## src/rtl/sevseg_pkg.sv

```systemverilog
// Shared constants and types for the multiplexed 7-segment scan driver.
// Optional dimming is enabled by SEVSEG_DIM_EN in the top level.
package sevseg_pkg;

    localparam logic [7:0] SEG_OFF    = 8'hFF;
    localparam int         DIGITS_MAX = 8;

    typedef enum logic {
        PH_BLANK,
        PH_ON
    } phase_e;

    // Entry n holds segments g..a (active high) for hex digit n
    localparam logic [15:0][6:0] HEX_SEG = {
        7'h71, 7'h79, 7'h5E, 7'h39,
        7'h7C, 7'h77, 7'h6F, 7'h7F,
        7'h07, 7'h7D, 7'h6D, 7'h66,
        7'h4F, 7'h5B, 7'h06, 7'h3F
    };

    function automatic logic [6:0] hex_to_seg(input logic [3:0] nib);
        return HEX_SEG[nib];
    endfunction

endpackage

```

## src/rtl/sevseg_scan_driver_if.sv

```systemverilog
// Load port of the 7-segment scan driver: display data plus valid/ready.
// Shared by the driver (slave) and whatever produces display values (master).
interface sevseg_scan_driver_if #(
    parameter int DIGITS = 4
) ();

    logic [4*DIGITS-1:0] value_in;
    logic [DIGITS-1:0]   dp_in;
    logic [DIGITS-1:0]   blank_in;
    logic                load_valid;
    logic                load_ready;

    modport master (
        output value_in,
        output dp_in,
        output blank_in,
        output load_valid,
        input  load_ready
    );

    modport slave (
        input  value_in,
        input  dp_in,
        input  blank_in,
        input  load_valid,
        output load_ready
    );

endinterface

```

## src/rtl/seg_hex_decode.sv

```systemverilog
// Combinational hex nibble to active-high a..g segment decoder.
// Bit 0 is segment a, bit 6 is segment g.
module seg_hex_decode
    import sevseg_pkg::*;
(
    input  logic [3:0] nib,
    output logic [6:0] seg
);

    assign seg = hex_to_seg(nib);

endmodule

```

## src/rtl/sevseg_scan_driver.sv

```systemverilog
// Multiplexed 7-segment scan driver with dead-time blanking and frame-synchronous commit.
// Define SEVSEG_DIM_EN to add the 4-bit brightness port (PWM duty in sixteenths).
module sevseg_scan_driver
    import sevseg_pkg::*;
#(
    parameter int DIGITS          = 4,
    parameter int TICKS_PER_DIGIT = 50000,
    parameter int BLANK_TICKS     = 1000
) (
    input  logic                clk,
    input  logic                rst_n,
    sevseg_scan_driver_if.slave load,
`ifdef SEVSEG_DIM_EN
    input  logic [3:0]          brightness,
`endif
    output logic                frame_start,
    output logic [7:0]          io_seg,
    output logic [DIGITS-1:0]   io_sel
);

    localparam int CW = (TICKS_PER_DIGIT > 1) ? $clog2(TICKS_PER_DIGIT) : 1;
    localparam int DW = (DIGITS > 1) ? $clog2(DIGITS) : 1;

    if (BLANK_TICKS >= TICKS_PER_DIGIT || BLANK_TICKS < 0) begin : g_bad_blank
        $error("sevseg_scan_driver: BLANK_TICKS must be below TICKS_PER_DIGIT");
    end
    if (DIGITS < 1 || DIGITS > DIGITS_MAX) begin : g_bad_digits
        $error("sevseg_scan_driver: DIGITS must be 1..8");
    end

    logic [CW-1:0]       cnt;
    logic [DW-1:0]       digit;

    logic                pend_full;
    logic [4*DIGITS-1:0] pend_value;
    logic [DIGITS-1:0]   pend_dp;
    logic [DIGITS-1:0]   pend_blank;

    logic [4*DIGITS-1:0] disp_value;
    logic [DIGITS-1:0]   disp_dp;
    logic [DIGITS-1:0]   disp_blank;

    phase_e              phase;
    logic                cnt_wrap;
    logic                last_digit;
    logic                capture;
    logic                commit;
    logic                lit;
    logic [3:0]          nib;
    logic [6:0]          hex;
    logic [7:0]          seg_nxt;
    logic [DIGITS-1:0]   sel_nxt;

    assign cnt_wrap   = (cnt == CW'(TICKS_PER_DIGIT - 1));
    assign last_digit = (digit == DW'(DIGITS - 1));
    // ready is simply "pending empty", so capture and commit are exclusive
    assign capture    = load.load_valid && !pend_full;
    assign commit     = pend_full && cnt_wrap && last_digit;

    assign load.load_ready = !pend_full;

    assign nib = disp_value[{digit, 2'b00} +: 4];

    seg_hex_decode u_dec (
        .nib (nib),
        .seg (hex)
    );

`ifdef SEVSEG_DIM_EN
    logic [CW+3:0] on_off;
    assign on_off = {4'b0, cnt} - (CW+4)'(BLANK_TICKS);
    assign lit    = (on_off[3:0] < brightness);
`else
    assign lit = 1'b1;
`endif

    always_comb begin
        phase   = (cnt < CW'(BLANK_TICKS)) ? PH_BLANK : PH_ON;
        sel_nxt = '1;
        seg_nxt = SEG_OFF;
        unique case (phase)
            PH_BLANK: ;
            PH_ON: begin
                sel_nxt[digit] = 1'b0;
                if (!disp_blank[digit] && lit) begin
                    seg_nxt = {~disp_dp[digit], ~hex};
                end
            end
        endcase
    end

    always_ff @(posedge clk) begin
        if (!rst_n) begin
            cnt         <= '0;
            digit       <= '0;
            pend_full   <= 1'b0;
            pend_value  <= '0;
            pend_dp     <= '0;
            pend_blank  <= '1;
            disp_value  <= '0;
            disp_dp     <= '0;
            disp_blank  <= '1;
            io_seg      <= SEG_OFF;
            io_sel      <= '1;
            frame_start <= 1'b0;
        end else begin
            cnt <= cnt_wrap ? '0 : cnt + 1'b1;
            if (cnt_wrap) begin
                digit <= last_digit ? '0 : digit + 1'b1;
            end

            if (capture) begin
                pend_value <= load.value_in;
                pend_dp    <= load.dp_in;
                pend_blank <= load.blank_in;
                pend_full  <= 1'b1;
            end else if (commit) begin
                disp_value <= pend_value;
                disp_dp    <= pend_dp;
                disp_blank <= pend_blank;
                pend_full  <= 1'b0;
            end

            // Pins lag the counter state by one cycle
            io_seg      <= seg_nxt;
            io_sel      <= sel_nxt;
            frame_start <= (digit == '0) && (cnt == '0);
        end
    end

endmodule

```

## src/flat_wrapper.sv

```systemverilog
// flat-port wrapper written by rule: the top's interface ports become plain ports
module sevseg_scan_driver_flat import sevseg_pkg::*;
#(
    parameter int DIGITS          = 4,
    parameter int TICKS_PER_DIGIT = 50000,
    parameter int BLANK_TICKS     = 1000
)
  (clk, rst_n, frame_start, io_seg, io_sel, load_value_in, load_dp_in, load_blank_in, load_load_valid, load_load_ready);
  sevseg_scan_driver_if #(.DIGITS(DIGITS)) load_i ();
  input  logic clk;
  input  logic rst_n;
  output logic frame_start;
  output logic [7:0] io_seg;
  output logic [DIGITS-1:0] io_sel;
  input wire logic [$bits(load_i.value_in)-1:0] load_value_in;
  input wire logic [$bits(load_i.dp_in)-1:0] load_dp_in;
  input wire logic [$bits(load_i.blank_in)-1:0] load_blank_in;
  input wire logic [$bits(load_i.load_valid)-1:0] load_load_valid;
  output wire logic [$bits(load_i.load_ready)-1:0] load_load_ready;
  assign load_i.value_in = load_value_in;
  assign load_i.dp_in = load_dp_in;
  assign load_i.blank_in = load_blank_in;
  assign load_i.load_valid = load_load_valid;
  assign load_load_ready = load_i.load_ready;
  sevseg_scan_driver #(.DIGITS(DIGITS), .TICKS_PER_DIGIT(TICKS_PER_DIGIT), .BLANK_TICKS(BLANK_TICKS)) u_core (.clk(clk), .rst_n(rst_n), .load(load_i), .frame_start(frame_start), .io_seg(io_seg), .io_sel(io_sel));
endmodule
```

## config.mk

```make
export PLATFORM = sky130hd
export DESIGN_NAME = sevseg_scan_driver_flat
export DESIGN_NICKNAME = d
export VERILOG_FILES = /design/src/rtl/sevseg_pkg.sv /design/src/rtl/sevseg_scan_driver_if.sv /design/src/rtl/seg_hex_decode.sv /design/src/rtl/sevseg_scan_driver.sv /design/src/flat_wrapper.sv
export SDC_FILE = /design/constraint.sdc
export NUM_CORES = 1
export LEC_CHECK = 0
export CAP_MARGIN = 20
export CORE_MARGIN = 1.5
export CORE_UTILIZATION = 60
export DETAILED_ROUTE_END_ITERATION = 10
export GPL_TIMING_DRIVEN = 1
export PLACE_DENSITY_LB_ADDON = 0.1
export SLEW_MARGIN = 5
export SYNTH_ARGS = -nofsm -noshare
export SYNTH_HDL_FRONTEND = slang
export SYNTH_HIERARCHICAL = 1
export SYNTH_SLANG_ARGS = --single-unit
```

## constraint.sdc

```tcl
create_clock -name clk -period 6.6 [get_ports clk]
set_input_delay 1.32 -clock clk [delete_from_list [all_inputs] [get_ports clk]]
set_output_delay 1.32 -clock clk [all_outputs]
set_load 0.02 [all_outputs]
```

==> reports/metrics.yaml <==
status:
  status: "finished clean"
clocking:
  cts_setup_buffers: 0
  cts_resized: 0
  clock_sinks: 80
  h-tree-depth: 3
  hold_buffers: 0
  tritoncts: "yes"
  clock_latency_ns: 0.35
  cts_root_buffer: "clkbuf_8"
  cts_buffer_depth: 2
  cts_buffers: 9
  clkTransAtPathRegs_ns: 0.08
sta:
  period_needed_ns: 2.766
  slew_headroom_pct: 47.27
  setup_tns_ns: 0
  fin_crit_sh_pct: 41.91
  setup_violations: 0
  grt_setup_unrepaired: "false"
  final.setup.worst_slack_ns: 3.834
  worst_pin_slew_ns: 0.7890
  fin_skew_ns: 0.009226
  slew_viol_final: 0
  hold_violations: 0
  fmax_ghz: 0.3615
  timing.hold.ws_ns: 0.4558
routing:
  firstDrtPassIters: 5
  drtIter0Drc: 79
  vias_per_cell: 5.396
  num_vias: 2709
  drc_errors: 0
  ant_nets: 0
  wl_per_cell_um: 12.60
  routed_wl_um: 6326
floorplan:
  start_util_pct: 63.07
  ios: 41
  die_area_sq_mm: 0.006365
  die_h_um: 79.78
  fp.dieW_um: 79.78
  core_sq_mm: 0.005608
  num_rows: 27
synthesis:
  ys_ff_latch: 80
  post_synth.cell_area_avg_sq_um: 8.955
  synth_edf_count: 0
  ys.flop_type: "dfxtp_1"
  ys_types: 42
  seq_area_frac_synth_pct: 45.28
  synthCells: 395
  async_flop_share_pct: 0
  synth_nets: 435
  synthesis.area_sq_mm: 0.003537
  synth-warning-count: 6
power:
  leakage_nw: 1.522
  ir_drop_v: 0.0001512
  pwr_density_cell_mw_per_mm2: 244.4
finish:
  fin_area_sq_mm: 0.004178
  finalNetCount: 465
  drive_gt1_share_pct: 7.907
  fillCellCount: 425
  n_antenna_cell: 0
  syn2layout_area_growth_pct: 18.11
  regArea_sq_mm: 0.001602
  final_cell_mix: "nand2_1, dfxtp_1, clkdlybuf4s50_1"
  multi_input_area_sq_mm: 0.001728
  final_common_cell: "nand2_1"
placed_design:
  io_buffers: 40
  placed_area_sq_mm: 0.003910
  dp_slack_ns: 3.597
  dpl.hpwl_um: 4387
  gp_congestion: 0.8831
global_routing:
  grt_pass1_wl_um: 10990
  overflow: 0
  grt_max_degree: 55
  first_global_vias: 2442
  antenna_found_initial: 0
  grt_use_total_pct: 22.38
critical_path:
  end_kind: "output pin"
  cp.arrival_ns: 1.45
  setup.worst_path.class: "reg2out"
  start_kind: "flop"
  worstPathRequired_ns: 5.28
  crit_fanout: 8
min_path:
  hold_path_class: "reg2reg"
flow_run:
  maxCapViolations: 0
routing by layer:
layer  GRT usage (%)  vias to the layer above  wire [um]
li1                -                     1377          -
met1           29.05                     1269       2988
met2           35.68                       50       2988
met3           4.229                       13        208
met4           11.03                        0        140
met5               0                        -          0
path summary, 6_finish.rpt:
kind	slack, ns	startpoint	cells after the start	endpoint
max reg2reg	4.23	u_core/digit[0]$_SDFFE_PN0N_	5	u_core/io_seg[3]$_SDFF_PP1_
max	3.83	u_core/pend_full$_SDFFE_PN0P_	2	load_load_ready
min	0.46	u_core/pend_dp[2]$_SDFFE_PN0P_	2	u_core/pend_dp[2]$_SDFFE_PN0P_
min reg2reg	0.46	u_core/pend_dp[2]$_SDFFE_PN0P_	2	u_core/pend_dp[2]$_SDFFE_PN0P_
state kept, by name, summed over array words and instances, names as in the netlist:
register	count
u_core/pend_full	1
u_core/cnt	16
u_core/digit	2
u_core/disp_value	16
u_core/frame_start	1
u_core/disp_dp	4
u_core/pend_value	16
u_core/disp_blank	4
u_core/io_sel	4
u_core/pend_dp	4
u_core/io_seg	8
u_core/pend_blank	4
where the power goes:
part           total (mW)  switching (mW)  internal, mW
clock               0.468           0.170         0.298
sequential          0.501         0.00698         0.494
combinational      0.0525          0.0270        0.0254
stage by stage:
step | utilization [%] | instances | power (mW)
2_1_floorplan | - | 395 | 0.5402
3_3_place_gp | 69.72 | 486 | 0.5634
3_5_place_dp | 69.72 | 486 | 0.5644
4_1_cts | 74.50 | 502 | 1.029
5_1_grt | 74.50 | 502 | 1.059
6_report | 74.50 | 502 | 1.021
worst max-delay path: stages (launching register included):
cell,delay (ns)
dfxtp_1,0.46
inv_1,0.09
clkdlybuf4s50_1,0.55
final cells by class:
type	count	area share, %
timing repair buffer	43	10.12
sequential	80	38.33
clock inverter	6	3.115
multi-input combinational	273	41.36
clock buffer	10	3.294
inverter	18	1.617
tap	72	2.156
cells by family after synthesis:
group | Yosys count | share of synthesized area [%]
flops | 80 | 45.28
fa+ha+maj | 13 | 4.599
xor+xnor | 13 | 3.219
compound gates | 35 | 5.872
mux | 34 | 12.42
simple gates | 178 | 22.75
buf+inv | 42 | 5.872
synthesized netlist by cell type (3+ instances only):
cell	instances	area, sq um
xnor2_1	8	70.07
o211ai_1	4	30.03
nand4_1	9	56.30
nor2_1	23	86.33
ha_1	13	162.7
dfxtp_1	80	1602
mux4_2	6	135.1
xor2_1	5	43.79
nand2_1	107	401.6
mux2i_1	24	240.2
inv_1	18	67.56
nand3_1	10	50.05
nor4_1	6	37.54
a21oi_1	24	120.1
clkbuf_1	18	67.56
nor3_1	5	25.02
and3_1	3	18.77
(Power assumes the default switching activity.)
==> RTL edit: new RTL, same flow settings <==
`BLANK_TICKS` is set to 1000 in 2 places; all go to 512.
--- a/src/rtl/sevseg_scan_driver.sv
+++ b/src/rtl/sevseg_scan_driver.sv
@@ -5,7 +5,7 @@
 #(
     parameter int DIGITS          = 4,
     parameter int TICKS_PER_DIGIT = 50000,
-    parameter int BLANK_TICKS     = 1000
+    parameter int BLANK_TICKS     = 512
 ) (
     input  logic                clk,
     input  logic                rst_n,
--- a/src/flat_wrapper.sv
+++ b/src/flat_wrapper.sv
@@ -3,7 +3,7 @@
 #(
     parameter int DIGITS          = 4,
     parameter int TICKS_PER_DIGIT = 50000,
-    parameter int BLANK_TICKS     = 1000
+    parameter int BLANK_TICKS     = 512
 )
   (clk, rst_n, frame_start, io_seg, io_sel, load_value_in, load_dp_in, load_blank_in, load_load_valid, load_load_ready);
   sevseg_scan_driver_if #(.DIGITS(DIGITS)) load_i ();
Formal check against the unedited RTL: same outputs for any inputs over 10 cycles, from zero or initial values and one cycle with rst_n low; that may be too few to reach the edited logic, so the function may still have changed.
==> RTL edit against the unedited design <==
Wire length grew 8.6%. Sequential cell count stayed put. Non-clock buffer count rose by 1. Worst setup slack worse by 0.19 ns. Area after synthesis up 1.9%. Die area up 1.8%. Cell area is 0.42% lower. Power decreased by 15%. Global-route usage up 0.60 points. Critical path type is now input pin to register.
==> RTL edit: results <==
[logic_synthesis]
synth_cell_type_count = 41
synthTopCellsByArea = dfxtp_1, a21boi_0, nand2_1
seq_area_frac_synth = 0.444
syn_nets = 441
yosys-top-cells-count = dfxtp_1, nand2_1, a21boi_0

[routing]
wl_met2_um = 3150
dr.first_iter.drc_count = 129
via_count = 2803
wire_per_inst_um = 13.6
first_pass_iters = 4
route.met3.wl_um = 218
met1Wirelength_um = 3360

[critical_path]
cp-startpoint = rst_n
cp-endpoint = u_core/io_seg[4]
rrSetupSlack_ns = 4.03
cp.arrival_ns = 3.17
worstPathMaxFanout = 54
r2r_end = u_core/cnt[13]
r2r_cells = 4
slowest_stage = nor2b_1
r2r-start = u_core/cnt[13]

[global_route]
met1_usage = 0.329
grt_pass1_vias = 2447
met3_usage = 0.0386
grt_pass1_wl_um = 11500
grtUsageTotal = 0.230
use_met2 = 0.336

[cells_and_area]
fill_cells = 469
fin_nets = 466
drive_gt1_frac = 0.0766

[min_path]
hp-class = register to register
holdPathEnd = u_core/pend_value[4]
hold_path_startpoint = u_core/pend_value[4]

[pwr]
ir_drop_mv = 0.125
p_leak_nw = 1.41
switchingPower_w = 0.000207
clock_net_power_w = 0.000314
seqPwrFrac = 0.579
pwr_density_cell_mw_per_mm2 = 208

[placed_design]
dp_hpwl_um = 4650
gp_congestion = 0.849

[timing]
skew_ns = 0.0102
relSlewSlack = 0.489

[run_status]
status = finished, final reports clean

[clocking]
cts_buffer_depth = 2
## RTL edit: cells by family after synthesis
logic type      count (synthesis)  synth area share
simple gates                  160             0.214
mux                            12            0.0607
compound gates                 77             0.147
flops                          80             0.444
xor+xnor                       14            0.0340
fa+ha+maj                      13            0.0451
buf+inv                        45            0.0548
## RTL edit: through the flow
stage                     hold slack [ns]  instances  instance area [um2]  setup slack [ns]
final                               0.467        506                 4160              3.65
after global placement              0.455        490                 3990              3.33
after CTS                           0.469        506                 4160              3.63
after global routing                0.488        506                 4160              3.46
after floorplan                     0.440        401                 3600              4.21
after detailed placement            0.456        490                 3990              3.24
## RTL edit: layout make-up
class	instances	area [um2]	share of cell area
clock inverters	7	48.8	0.0117
flip-flops and latches	80	1600	0.385
inverters	15	56.3	0.0135
well taps	75	93.8	0.0226
multi-input cells	276	1810	0.434
clock buffers	9	124	0.0298
repair buffers	44	430	0.103
